$ cat src/rtl/ofdm_ctrl_pkg.sv
// Shared constants and types for the OFDM configuration bank: register-slot
// indices, error-bit positions, FSM states, qam_mode codes and FFT config fields.
package ofdm_ctrl_pkg;

   // Register-snapshot slot indices
   localparam int SLOT_QAM      = 0;
   localparam int SLOT_PIL_LOC  = 1;
   localparam int SLOT_PIL_VAL  = 2;
   localparam int SLOT_CP_LEN   = 3;
   localparam int SLOT_FFT_CFG  = 4;
   localparam int SLOT_FRM_LEN  = 5;
   localparam int SLOT_PRE_SYM  = 6;
   localparam int SLOT_PRE_CFG  = 7;
   localparam int NUM_SLOTS     = 8;

   // Error-vector bit positions
   localparam int ERR_DATA      = 0;
   localparam int ERR_CYCLIC    = 1;
   localparam int ERR_FFT       = 2;
   localparam int ERR_PILOT     = 3;
   localparam int ERR_PREAMBLE  = 4;
   localparam int ERR_QAM       = 5;
   localparam int ERR_OVERRUN   = 6;
   localparam int ERR_BITS      = 7;

   // FFT config register fields
   localparam int FFT_LOG2_LSB  = 0;
   localparam int FFT_LOG2_MSB  = 4;
   localparam int FFT_INV_BIT   = 5;
   localparam int FFT_CP_EN_BIT = 6;

   // qam_mode output codes; 0 means no configuration applied yet
   localparam logic [2:0] QAM_NONE  = 3'd0;
   localparam logic [2:0] QAM_BPSK  = 3'd1;
   localparam logic [2:0] QAM_QPSK  = 3'd2;
   localparam logic [2:0] QAM_16    = 3'd3;
   localparam logic [2:0] QAM_64    = 3'd4;

   typedef enum logic [1:0] {
      ST_IDLE,
      ST_CAPTURE,
      ST_CHECK,
      ST_WAIT_FRAME
   } state_t;

   // Map a validated QAM select (0..3) onto its qam_mode code
   function automatic logic [2:0] qam_code(input logic [1:0] sel);
      logic [2:0] code;
      case (sel)
         2'd0:    code = QAM_BPSK;
         2'd1:    code = QAM_QPSK;
         2'd2:    code = QAM_16;
         default: code = QAM_64;
      endcase
      return code;
   endfunction

endpackage

$ cat src/rtl/ofdm_cfg_checker.sv
// Combinational validation of a shadow register snapshot against the FFT size.
// Produces the per-field error vector; the overrun bit is never set here.
module ofdm_cfg_checker
   import ofdm_ctrl_pkg::*;
#(
   parameter int DATA_WIDTH   = 32,
   parameter int MAX_FFT_LOG2 = 13,
   parameter int MIN_FFT_LOG2 = 3
) (
   input  logic [NUM_SLOTS*DATA_WIDTH-1:0] cfg,
   output logic [ERR_BITS-1:0]             err
);

   localparam logic [4:0] MIN_L = 5'(MIN_FFT_LOG2);
   localparam logic [4:0] MAX_L = 5'(MAX_FFT_LOG2);

   logic [DATA_WIDTH-1:0] qam_sel;
   logic [DATA_WIDTH-1:0] pil_loc;
   logic [DATA_WIDTH-1:0] cp_len;
   logic [DATA_WIDTH-1:0] fft_cfg;
   logic [DATA_WIDTH-1:0] frame_len;
   logic [DATA_WIDTH-1:0] pre_cfg;
   logic [4:0]            log2n;
   logic [4:0]            n_log2;
   logic                  fft_bad;
   logic                  unused_bits;

   assign qam_sel   = cfg[SLOT_QAM*DATA_WIDTH     +: DATA_WIDTH];
   assign pil_loc   = cfg[SLOT_PIL_LOC*DATA_WIDTH +: DATA_WIDTH];
   assign cp_len    = cfg[SLOT_CP_LEN*DATA_WIDTH  +: DATA_WIDTH];
   assign fft_cfg   = cfg[SLOT_FFT_CFG*DATA_WIDTH +: DATA_WIDTH];
   assign frame_len = cfg[SLOT_FRM_LEN*DATA_WIDTH +: DATA_WIDTH];
   assign pre_cfg   = cfg[SLOT_PRE_CFG*DATA_WIDTH +: DATA_WIDTH];

   // Fields that carry data but need no validation
   assign unused_bits = ^{cfg[SLOT_PIL_VAL*DATA_WIDTH +: DATA_WIDTH],
                          cfg[SLOT_PRE_SYM*DATA_WIDTH +: DATA_WIDTH],
                          fft_cfg[DATA_WIDTH-1:FFT_CP_EN_BIT+1],
                          fft_cfg[FFT_INV_BIT], pre_cfg[15:0], qam_sel[1:0]};

   // Field checks; a bad FFT size falls back to the largest N for the
   // pilot and CP range checks so those report independently
   always_comb begin
      // NOTE: every output of this block gets a default first, so no path leaves a latch.
      err     = '0;
      log2n   = fft_cfg[FFT_LOG2_MSB:FFT_LOG2_LSB];
      fft_bad = (log2n < MIN_L) || (log2n > MAX_L);
      n_log2  = fft_bad ? MAX_L : log2n;

      err[ERR_QAM]      = (qam_sel[DATA_WIDTH-1:2] != '0);
      err[ERR_FFT]      = fft_bad;
      err[ERR_PILOT]    = ((pil_loc >> n_log2) != '0);
      err[ERR_CYCLIC]   = fft_cfg[FFT_CP_EN_BIT] && ((cp_len >> n_log2) != '0);
      err[ERR_DATA]     = (frame_len == '0);
      err[ERR_PREAMBLE] = (pre_cfg[DATA_WIDTH-1:16] != '0);
   end

endmodule

$ cat src/rtl/ofdm_cfg_bank.sv
// OFDM configuration controller: captures a register snapshot into a shadow
// bank, validates it, and applies it atomically to the active set (at the next
// frame boundary when SYNC_TO_FRAME=1). Keeps sticky per-field error flags.
module ofdm_cfg_bank
   import ofdm_ctrl_pkg::*;
#(
   parameter int DATA_WIDTH    = 32,
   parameter int MAX_FFT_LOG2  = 13,
   parameter int MIN_FFT_LOG2  = 3,
   parameter int SYNC_TO_FRAME = 1
) (
   input  logic                            clk,
   input  logic                            rst,
   input  logic [NUM_SLOTS*DATA_WIDTH-1:0] cfg_in,
   input  logic                            cfg_commit,
   input  logic                            frame_start,
   input  logic                            err_clr,
   output logic [2:0]                      qam_mode,
   output logic [MAX_FFT_LOG2-1:0]         pil_loc,
   output logic [DATA_WIDTH-1:0]           pil_val,
   output logic [4:0]                      fft_log2,
   output logic                            fft_inv,
   output logic                            cp_en,
   output logic [MAX_FFT_LOG2-1:0]         cp_len,
   output logic [DATA_WIDTH-1:0]           frame_len,
   output logic [DATA_WIDTH-1:0]           pre_sym,
   output logic [DATA_WIDTH-1:0]           pre_cfg,
   output logic [DATA_WIDTH-1:0]           error_reg,
   output logic                            busy,
   output logic                            cfg_applied,
   output logic                            cfg_rejected
);

   state_t                          state_q, state_d;
   logic [NUM_SLOTS*DATA_WIDTH-1:0] shadow_q;
   logic [ERR_BITS-1:0]             chk_err;
   logic [ERR_BITS-1:0]             err_q;
   logic [ERR_BITS-1:0]             err_sticky;
   logic [ERR_BITS-1:0]             set_bits;
   logic                            do_capture;
   logic                            do_apply;
   logic                            do_reject;

   ofdm_cfg_checker #(
      .DATA_WIDTH   (DATA_WIDTH),
      .MAX_FFT_LOG2 (MAX_FFT_LOG2),
      .MIN_FFT_LOG2 (MIN_FFT_LOG2)
   ) u_checker (
      .cfg (shadow_q),
      .err (chk_err)
   );

   assign busy      = (state_q != ST_IDLE);
   assign error_reg = {{(DATA_WIDTH-ERR_BITS){1'b0}}, err_sticky};

   // Next-state and per-cycle action decode
   always_comb begin
      state_d    = state_q;
      do_capture = 1'b0;
      do_apply   = 1'b0;
      do_reject  = 1'b0;
      set_bits   = '0;
      case (state_q)
         ST_IDLE: begin
            if (cfg_commit) begin
               do_capture = 1'b1;
               state_d    = ST_CAPTURE;
            end
         end
         ST_CAPTURE: state_d = ST_CHECK;
         ST_CHECK: begin
            if (err_q != '0) begin
               do_reject = 1'b1;
               set_bits  = err_q;
               state_d   = ST_IDLE;
            end else if (SYNC_TO_FRAME != 0) begin
               state_d   = ST_WAIT_FRAME;
            end else begin
               do_apply  = 1'b1;
               state_d   = ST_IDLE;
            end
         end
         ST_WAIT_FRAME: begin
            if (frame_start) begin
               do_apply = 1'b1;
               state_d  = ST_IDLE;
            end
         end
         default: state_d = ST_IDLE;
      endcase
      // A commit while a transaction is in flight is dropped and flagged
      if (cfg_commit && state_q != ST_IDLE) set_bits[ERR_OVERRUN] = 1'b1;
   end

   // State register, shadow capture and registered check result
   always_ff @(posedge clk or negedge rst) begin
      // NOTE: sequential state uses non-blocking assignments so every flop samples pre-edge values.
      if (!rst) begin
         state_q  <= ST_IDLE;
         // NOTE: the shadow bank is reset so an aborted transaction leaves nothing behind.
         shadow_q <= '0;
         err_q    <= '0;
      end else begin
         state_q <= state_d;
         if (do_capture)           shadow_q <= cfg_in;
         if (state_q == ST_CAPTURE) err_q    <= chk_err;
      end
   end

   // Sticky error flags; fresh errors win over a coincident clear
   always_ff @(posedge clk or negedge rst) begin
      if (!rst) begin
         err_sticky <= '0;
      end else if (set_bits != '0) begin
         err_sticky <= err_clr ? set_bits : (err_sticky | set_bits);
      end else if (err_clr) begin
         err_sticky <= '0;
      end
   end

   // Result strobes
   always_ff @(posedge clk or negedge rst) begin
      if (!rst) begin
         cfg_applied  <= 1'b0;
         cfg_rejected <= 1'b0;
      end else begin
         cfg_applied  <= do_apply;
         cfg_rejected <= do_reject;
      end
   end

   // Active set: every field updates together from the validated shadow bank
   always_ff @(posedge clk or negedge rst) begin
      if (!rst) begin
         qam_mode  <= QAM_NONE;
         pil_loc   <= '0;
         pil_val   <= '0;
         fft_log2  <= '0;
         fft_inv   <= 1'b0;
         cp_en     <= 1'b0;
         cp_len    <= '0;
         frame_len <= '0;
         pre_sym   <= '0;
         pre_cfg   <= '0;
      end else if (do_apply) begin
         qam_mode  <= qam_code(shadow_q[SLOT_QAM*DATA_WIDTH +: 2]);
         pil_loc   <= shadow_q[SLOT_PIL_LOC*DATA_WIDTH +: MAX_FFT_LOG2];
         pil_val   <= shadow_q[SLOT_PIL_VAL*DATA_WIDTH +: DATA_WIDTH];
         fft_log2  <= shadow_q[SLOT_FFT_CFG*DATA_WIDTH + FFT_LOG2_LSB +: 5];
         fft_inv   <= shadow_q[SLOT_FFT_CFG*DATA_WIDTH + FFT_INV_BIT];
         cp_en     <= shadow_q[SLOT_FFT_CFG*DATA_WIDTH + FFT_CP_EN_BIT];
         cp_len    <= shadow_q[SLOT_CP_LEN*DATA_WIDTH +: MAX_FFT_LOG2];
         frame_len <= shadow_q[SLOT_FRM_LEN*DATA_WIDTH +: DATA_WIDTH];
         pre_sym   <= shadow_q[SLOT_PRE_SYM*DATA_WIDTH +: DATA_WIDTH];
         pre_cfg   <= shadow_q[SLOT_PRE_CFG*DATA_WIDTH +: DATA_WIDTH];
      end
   end

endmodule

$ cat config.mk
export PLATFORM = sky130hd
export DESIGN_NAME = ofdm_cfg_bank
export DESIGN_NICKNAME = d
export VERILOG_FILES = /design/src/rtl/ofdm_ctrl_pkg.sv /design/src/rtl/ofdm_cfg_checker.sv /design/src/rtl/ofdm_cfg_bank.sv
export SDC_FILE = /design/constraint.sdc
export NUM_CORES = 1
export LEC_CHECK = 0
export BUFFER_PORTS_ARGS = -buffer_cell sky130_fd_sc_hd__buf_2
export CORE_MARGIN = 8
export CORE_UTILIZATION = 44
export CTS_BUF_LIST = sky130_fd_sc_hd__clkbuf_16
export DETAILED_ROUTE_END_ITERATION = 10
export MAX_ROUTING_LAYER = met4
export PLACE_DENSITY = 0.72
export RECOVER_POWER = 25
export SYNTH_ARGS = -nofsm -noshare
export SYNTH_HDL_FRONTEND = slang
export SYNTH_SLANG_ARGS = --single-unit
export TNS_END_PERCENT = 30
$ cat constraint.sdc
create_clock -name clk -period 5.8 [get_ports clk]
set_clock_uncertainty 0.2 [all_clocks]
set_input_delay 0.58 -clock clk [delete_from_list [all_inputs] [get_ports clk]]
set_output_delay 0.58 -clock clk [all_outputs]
set_load 0.005 [all_outputs]
==> qor.csv, run 1 <==
metric,value,unit
status,finished with violations,
violations,"max-capacitance violations, max-slew violations",
drtIter0Drc,790,
ys_seq_area_frac,0.607,
cts_max_level,2,
maxCapViolations,2,
synth-seq-cells,412,
cts_tree,done,
dp_hpwl,32800,um
antenna_left,0,
gp_congestion,0.874,
clk_latency,560,ps
num_rows,72,
grt_max_degree,127,
syn_avg_cell_area,11.1,um2
power_density,569,nW/um2
clk_pin_slew,60,ps
crit_fanout,108,
clk_path_buf_depth,3,
area_growth,22.1,%
fin_tns_setup,0,ps
routedWlPerCell,18.9,um
layout-drive-gt1-share,0.321,
viasPerCell,5.16,
fillCellCount,3399,
met2WireLength,23400,um
yosysTopAreaCell,dfrtp_1,
synthTopCellsByArea,"dfrtp_1, mux2_2, nand2_1",
die_h,212,um
tightest_slew,3130,ps
ir_worst_vdd,0.000292,V
crit_type,reg -> reg,
synthArstFlopShare,1.00,
max_slew_margin,-1.08,
routed-wl-met3,3520,um
wl_met1,18300,um
numCtsBuffers,43,
ys.flop_type,dfrtp_1,
root_buffer,clkbuf_16,
start_util,0.442,
setup_violations,0,
synth_edf_count,0,
antenna_found_initial,12,
grt_first_pass_wirelength,72300,um
cts_resized,0,
synthesis.area,17000,um2
cp_data_required_time,6080,ps
fin_crit,4240,ps
cp.arrival,4520,ps
dieWidth,212,um
core-area,38400,um2
num_vias,12800,
seqCellArea,10300,um2
cts_sinks,412,
port_buffers,409,
drv_slew,169,
gr-total-overflow,0,
cp-start-kind,flop,
pin_count,460,
routed.top_layer,met4,
worstHoldPathType,in -> reg,
nets,2174,
leakage,10.0,nW
rsz0062_at_grt,false,
multi_input_area,6220,um2
period_share,0.731,
yosysWarnings,0,
endpoint_kind,flop,
hold_viol_final,0,
drt_pass1_iterations,6,
synth_top_area_share,0.607,
track_usage,0.207,
syn_inst,1524,
drc_errors,0,
max_freq,0.236,GHz
routed_wl,46700,um
fin_total_pwr,0.0118,W
synth.distinct_cells,64,
grt_pass1_vias,13200,
dieArea,45100,um2
==> area by class of cell <==
cell class | count | area share
clock inverter | 32 | 0.0152
multi-input combinational | 1023 | 0.300
tap | 518 | 0.0313
timing repair buffer | 421 | 0.0992
inverter | 9 | 0.00187
clock buffer | 44 | 0.0531
antenna | 13 | 0.00157
sequential | 412 | 0.497
==> where the power goes <==
group	switching, W	total [W]	internal, W
combinational	0.00190	0.00364	0.00174
sequential	0.00106	0.00537	0.00431
clock	0.00115	0.00279	0.00164
==> per-layer routing <==
layer,vias up,track usage
met5,-,-
met1,6364,0.244
met4,0,0.0804
met2,420,0.338
met3,99,0.0529
li1,5877,-
==> metrics by stage <==
stage / cell area, um2 / std cells / setup WS, ps / hold WS [ps] / util
final: 20700 / 2472 / 1560 / 38.3 / 0.540
after global routing: 20700 / 2470 / 1230 / 14.6 / 0.540
after CTS: 20800 / 2459 / 2200 / 1.08 / 0.543
after detailed placement: 19400 / 2382 / 2230 / 248 / 0.506
after global placement: 19400 / 2382 / 2330 / 241 / 0.506
after floorplan: 17100 / 1548 / 3320 / 84.4 / -
==> repair_timing <==
item / in CTS / in global routing
hold buffers: 1 / 0
endpoints found under the hold margin: 122 / 0
buffers inserted: 0 / 0
==> kinds of logic after synthesis <==
logic type,synth area share
buffers and inverters,0.0320
XOR/XNOR,0.000516
flip-flops,0.607
AND/OR/NAND/NOR,0.161
adder cells (fa/ha/maj),0.00221
other,0.000221
multiplexers,0.155
AO/OA/AOI/OAI,0.0412
==> final timing paths <==
path	startpoint	end	slack, ps	cells after the start
max	state_q[0]$_DFFE_PN0P_	frame_len[11]$_DFFE_PN0P_	1560	5
min	cfg_in[0]	shadow_q[0]$_DFFE_PN0P_	40	3
max reg2reg	state_q[0]$_DFFE_PN0P_	frame_len[11]$_DFFE_PN0P_	1560	5
min reg2reg	shadow_q[201]$_DFFE_PN0P_	pre_sym[9]$_DFFE_PN0P_	260	2
max in group asynchronous	rst	shadow_q[54]$_DFFE_PN0P_	2140	3
min in group asynchronous	rst	pre_cfg[24]$_DFFE_PN0P_	1360	2
==> cells in the final DEF (no fill, tap or decap), drive strengths merged, types with 15 or more instances in the layout <==
| cell type | synthesis | layout |
|---|---|---|
| nand2 | 514 | 514 |
| dfrtp | 412 | 412 |
| buf | 47 | 324 |
| mux2 | 226 | 226 |
| clkbuf | 57 | 140 |
| nor2 | 35 | 35 |
| nor3 | 32 | 32 |
| conb | 1 | 25 |
| nor4 | 24 | 24 |
| o21ai | 23 | 23 |
| inv | 9 | 20 |
| a21oi | 15 | 15 |
==> cells in the mapped netlist, types with 2 or more instances <==
master / count
a2111oi_0: 6
a211o_1: 2
a211oi_1: 4
a21o_1: 2
a21oi_1: 15
a22o_1: 9
a31oi_1: 3
a32oi_1: 2
a41oi_1: 3
and2_1: 5
buf_1: 9
buf_2: 11
buf_4: 26
clkbuf_1: 57
dfrtp_1: 412
ha_1: 3
inv_1: 8
mux2_2: 226
mux2i_1: 9
nand2_1: 514
nand2b_1: 2
nand3_1: 12
nand3b_1: 2
nand4_1: 10
nor2_1: 34
nor2b_1: 6
nor3_1: 31
nor4_1: 24
o21a_1: 2
o21ai_0: 23
o22a_1: 6
o22ai_1: 7
o2bb2ai_1: 3
o31ai_1: 2
or3_1: 4
or4_1: 2
==> flip-flops by register name, summed over array words and instances, names as in the netlist <==
signal        flops
pil_val          32
pre_sym          32
err_q             6
state_q           2
qam_mode          3
shadow_q        231
cfg_applied       1
cfg_rejected      1
fft_inv           1
err_sticky        7
cp_len           13
pre_cfg          32
cp_en             1
frame_len        32
pil_loc          13
fft_log2          5
==> worst max-delay path, stage by stage, from the launching register on <==
cell and delay [ps]:
dfrtp_1 450, nand3_1 1330, inv_6 1300, buf_4 490, nand2_1 120, nand2_1 80
(Power assumes the default switching activity.)
==> run 2: changes to the inputs <==
PLACE_DENSITY = 0.74   (was 0.72)
clock period = 3.4 ns   (was 5.8 ns; I/O delays follow)
==> qor.csv, run 2 (same netlist as run 1, synthesis figures left out) <==
metric,value,unit
critPathMaxStageDelay,640,ps
dieWidth,212,um
placed_cells,2402,
maxCapViolations,1,
grt_pass1_vias,15200,
fin_crit,3160,ps
worstHoldPathType,reg -> reg,
die_h,212,um
core-area,38400,um2
track_usage,0.239,
final_core_util,0.609,
layout_common_cells,"nand2_1, dfrtp_1, buf_2, dlygate4sd3_1, mux2_2",
drt_pass1_iterations,5,
setup_ws,243,ps
gr-total-overflow,0,
rsz0062_at_grt,false,
p_clk_frac,0.220,
cts_tree,done,
cp.depth,8,
path_buf_inv,0,
clk_path_buf_depth,3,
cts_max_level,2,
cp.arrival,3400,ps
crit_family,compound AO/OA/AOI/OAI gates,
cts_setup_buffers,0,
violations,"max-capacitance violations, max-slew violations",
hold_viol_final,0,
dieArea,45100,um2
grt_max_degree,169,
largest_reg_flops,231,
seq_power_share,0.447,
cp_data_required_time,3650,ps
fin_total_pwr,0.0208,W
max_slew_margin,-0.432,
root_buffer,clkbuf_16,
num_rows,72,
pre_cts_ws,360,ps
clk_pin_slew,60,ps
min_path_cells,2,
stdcell_count,2726,
reg2reg_depth,8,
clk_latency,570,ps
numCtsBuffers,44,
fin_tns_setup,0,ps
grt_first_pass_wirelength,83300,um
drv_slew,76,
crit_fanout,13,
start_util,0.442,
power_density,889,nW/um2
ir_worst_vdd,0.000530,V
routedWlPerCell,19.6,um
endpoint_kind,flop,
tightest_slew,2150,ps
antenna_left,0,
cts_sinks,412,
setup_violations,0,
leakage,11.4,nW
status,finished with violations,
port_buffers,409,
num_vias,14100,
crit_type,reg -> reg,
routed_wl,53500,um
worstPathCellList,"nor3_2, nand3b_1, a211oi_1, a2bb2oi_1, o2111ai_1, a21oi_1, o22ai_1, o21a_1",
period_share,0.929,
nets,2430,
antenna_found_initial,9,
cp-start-kind,flop,
drtIter0Drc,1019,
gp_congestion,0.874,
regMostFlops,shadow_q,
crit_slowest_cell,dfrtp_1,
switchingPower,0.00742,W
combPwrFrac,0.333,
layout_commonest_cell,nand2_1,
layout-drive-gt1-share,0.338,
viasPerCell,5.18,
area_growth,37.7,%
drc_errors,0,
intPower,0.0134,W
max_freq,0.317,GHz
pin_count,460,
dp_hpwl,33900,um
p_sw_frac,0.357,
-- run 2: cell count changes in the layout (fill, tap and decap cells not counted), sizes merged --
cell         delta
diode           -4
dlygate4sd3   +235
clkbuf         -92
buf           +112
clkinv          +5
bufinv          -3
inv             +1
-- run 2: repair_timing --
item                                   4_1_cts  5_1_grt
resized for setup                            0        0
endpoints found under the hold margin      307        0
hold buffers                               236        0
-- run 2: layer usage --
metal | global-route usage | routed length (um) | part of all wire
met1 | 0.278 | 20700 | 0.39
met5 | - | 0 | 0
met4 | 0.130 | 2800 | 0.052
met2 | 0.389 | 26700 | 0.50
met3 | 0.0486 | 3320 | 0.062
-- run 2: path summary, 6_finish.rpt --
path	to	startpoint	slack [ps]
setup reg to reg	err_q[1]$_DFFE_PN0N_	shadow_q[130]$_DFFE_PN0P_	240
hold reg to reg	pre_sym[9]$_DFFE_PN0P_	shadow_q[201]$_DFFE_PN0P_	260
max in group asynchronous	pre_sym[18]$_DFFE_PN0P_	rst	600
setup / recovery	err_q[1]$_DFFE_PN0N_	shadow_q[130]$_DFFE_PN0P_	240
hold / removal	pre_sym[9]$_DFFE_PN0P_	shadow_q[201]$_DFFE_PN0P_	260
min in group asynchronous	frame_len[19]$_DFFE_PN0P_	rst	770
-- run 2: power by group through the flow --
stage	registers (W)	clock network, W	logic (W)
final	0.00929	0.00457	0.00691
after global routing	0.00959	0.00487	0.00757
after CTS	0.00915	0.00467	0.00682
after detailed placement	0.00918	0	0.00655
after global placement	0.00906	0	0.00636
after floorplan	0.00874	0	0.00406
-- run 2: per-stage QoR --
step	hold slack [ps]	area, um2
floorplan	-156	17100
global placement	187	19600
detailed placement	185	19600
CTS	179	23400
global route	286	23400
finish	259	23400
-- run 2: cell type report --
cell class	count	area [um2]
Fill cell	2928	15000
Sequential cell	412	10300
Multi-Input combinational cell	1023	6240
Timing Repair Buffer	676	4750
Clock buffer	44	1100
Tap cell	518	648
Clock inverter	35	267
Inverter	9	36.3
Antenna cell	9	22.5
-- run 2: worst reg2reg max path, delay by kind of cell (launching register included) --
| family | cells | cell delay, ps |
|---|---|---|
| simple gates | 2 | 650 |
| flops | 1 | 640 |
| compound gates | 6 | 1550 |
==> run 3: changes to the inputs <==
CORE_ASPECT_RATIO = 1.1   (was unset)
CORE_UTILIZATION = 40   (was 44)
PLACE_DENSITY = 0.69   (was 0.74)
==> qor.csv, run 3 (same netlist as run 1, synthesis figures left out) <==
metric,value,unit
dieWidth,212,um
critPathMaxStageDelay,660,ps
fin_area,23300,um2
stdcell_count,2761,
drtIter0Drc,781,
cts-hold-fix-buffers,236,
worstHoldPathType,reg -> reg,
antenna_left,0,
ir_worst_vdd,0.000627,V
routed_wl,50800,um
cp_data_required_time,3640,ps
layout_common_cells,"nand2_1, dfrtp_1, buf_2, dlygate4sd3_1, mux2_2",
dieArea,49300,um2
gr-total-overflow,0,
pre_cts_ws,416,ps
cts_tree,done,
period_share,0.890,
gp_congestion,0.856,
grt_pass1_vias,14600,
area_growth,37.6,%
routedWlPerCell,18.4,um
hold_viol_final,0,
setup_ws,375,ps
core-area,42100,um2
grt_first_pass_wirelength,79800,um
cp-start-kind,flop,
maxCapViolations,1,
clk_latency,560,ps
clk_pin_slew,70,ps
worstPathCellList,"nor3_2, nand3b_1, buf_4, o311ai_0, nand2b_1, a221oi_1, o21ai_0, o21a_1",
cts_setup_buffers,0,
status,finished with violations,
setup_violations,0,
endpoint_kind,flop,
drc_errors,0,
dp_hpwl,33500,um
cp.arrival,3260,ps
fillCellCount,3511,
fin_tns_setup,0,ps
track_usage,0.208,
nets,2422,
root_buffer,clkbuf_16,
post_dp_cell_area,19600,um2
viasPerCell,4.99,
max_freq,0.331,GHz
rsz0062_at_grt,false,
crit_slowest_cell,dfrtp_1,
cts_resized,0,
placed_cells,2444,
antenna_found_initial,5,
layout_commonest_cell,nand2_1,
layout-drive-gt1-share,0.336,
numCtsBuffers,43,
power_density,876,nW/um2
num_rows,79,
drv_slew,81,
cts_max_level,2,
drt_pass1_iterations,4,
regMostFlops,shadow_q,
max_slew_margin,-0.529,
cts_sinks,412,
largest_reg_flops,231,
grt_max_degree,169,
port_buffers,409,
fin_crit,3020,ps
num_vias,13800,
die_h,232,um
clk_path_buf_depth,3,
crit_fanout,13,
fin_total_pwr,0.0205,W
start_util,0.403,
pin_count,460,
crit_type,reg -> reg,
violations,"max-capacitance violations, max-slew violations",
tightest_slew,2290,ps
leakage,11.4,nW
## run 3: cell types whose count changed in the layout (fill, tap and decap cells not counted), sizes merged
cell / before / now
clkinv: 19 / 24
inv: 21 / 14
clkbuf: 48 / 46
diode: 9 / 4
buf: 436 / 431
## run 3: power breakdown
| part | switching (W) | internal (W) |
|---|---|---|
| Sequential | 0.00188 | 0.00735 |
| Clock | 0.00194 | 0.00258 |
| Combinational | 0.00333 | 0.00337 |
## run 3: layer usage
metal  track usage  vias up  part of all wire
li1              -     6365                 -
met1         0.247     6845              0.40
met2         0.344      439              0.51
met3        0.0427      121             0.058
met4        0.0829        0             0.036
met5             -        -                 0
## run 3: worst paths after layout
path	startpoint	slack (ps)	to	depth (start not counted)
setup / recovery	shadow_q[130]$_DFFE_PN0P_	380	err_q[1]$_DFFE_PN0N_	8
hold / removal	shadow_q[81]$_DFFE_PN0P_	260	pil_val[17]$_DFFE_PN0P_	2
setup reg to reg	shadow_q[130]$_DFFE_PN0P_	380	err_q[1]$_DFFE_PN0N_	8
hold reg to reg	shadow_q[81]$_DFFE_PN0P_	260	pil_val[17]$_DFFE_PN0P_	2
max in group asynchronous	rst	710	frame_len[6]$_DFFE_PN0P_	3
min in group asynchronous	rst	830	pil_val[14]$_DFFE_PN0P_	2
## run 3: area by class of cell
class / instances / area, um2 / area share
antenna: 4 / 10.0 / 0.000429
clock buffer: 44 / 1100 / 0.0472
clock inverter: 33 / 244 / 0.0104
inverter: 9 / 38.8 / 0.00166
multi-input combinational: 1023 / 6240 / 0.267
sequential: 412 / 10300 / 0.442
tap: 567 / 709 / 0.0304
timing repair buffer: 669 / 4700 / 0.201
## run 3: stage by stage
| step | hold slack [ps] | utilization |
|---|---|---|
| 6_report | 260 | 0.554 |
| 5_1_grt | 281 | 0.554 |
| 4_1_cts | 198 | 0.555 |
| 3_5_place_dp | 200 | 0.467 |
| 3_3_place_gp | 196 | 0.467 |
| 2_1_floorplan | -156 | - |
## run 3: worst max-delay path: cells and delay by family, from the launching register on
kind / cells / cell delay, ps
buffers and inverters: 1 / 300
and+or+nand+nor: 3 / 660
DFF: 1 / 660
AOI/OAI and AO/OA: 4 / 1090
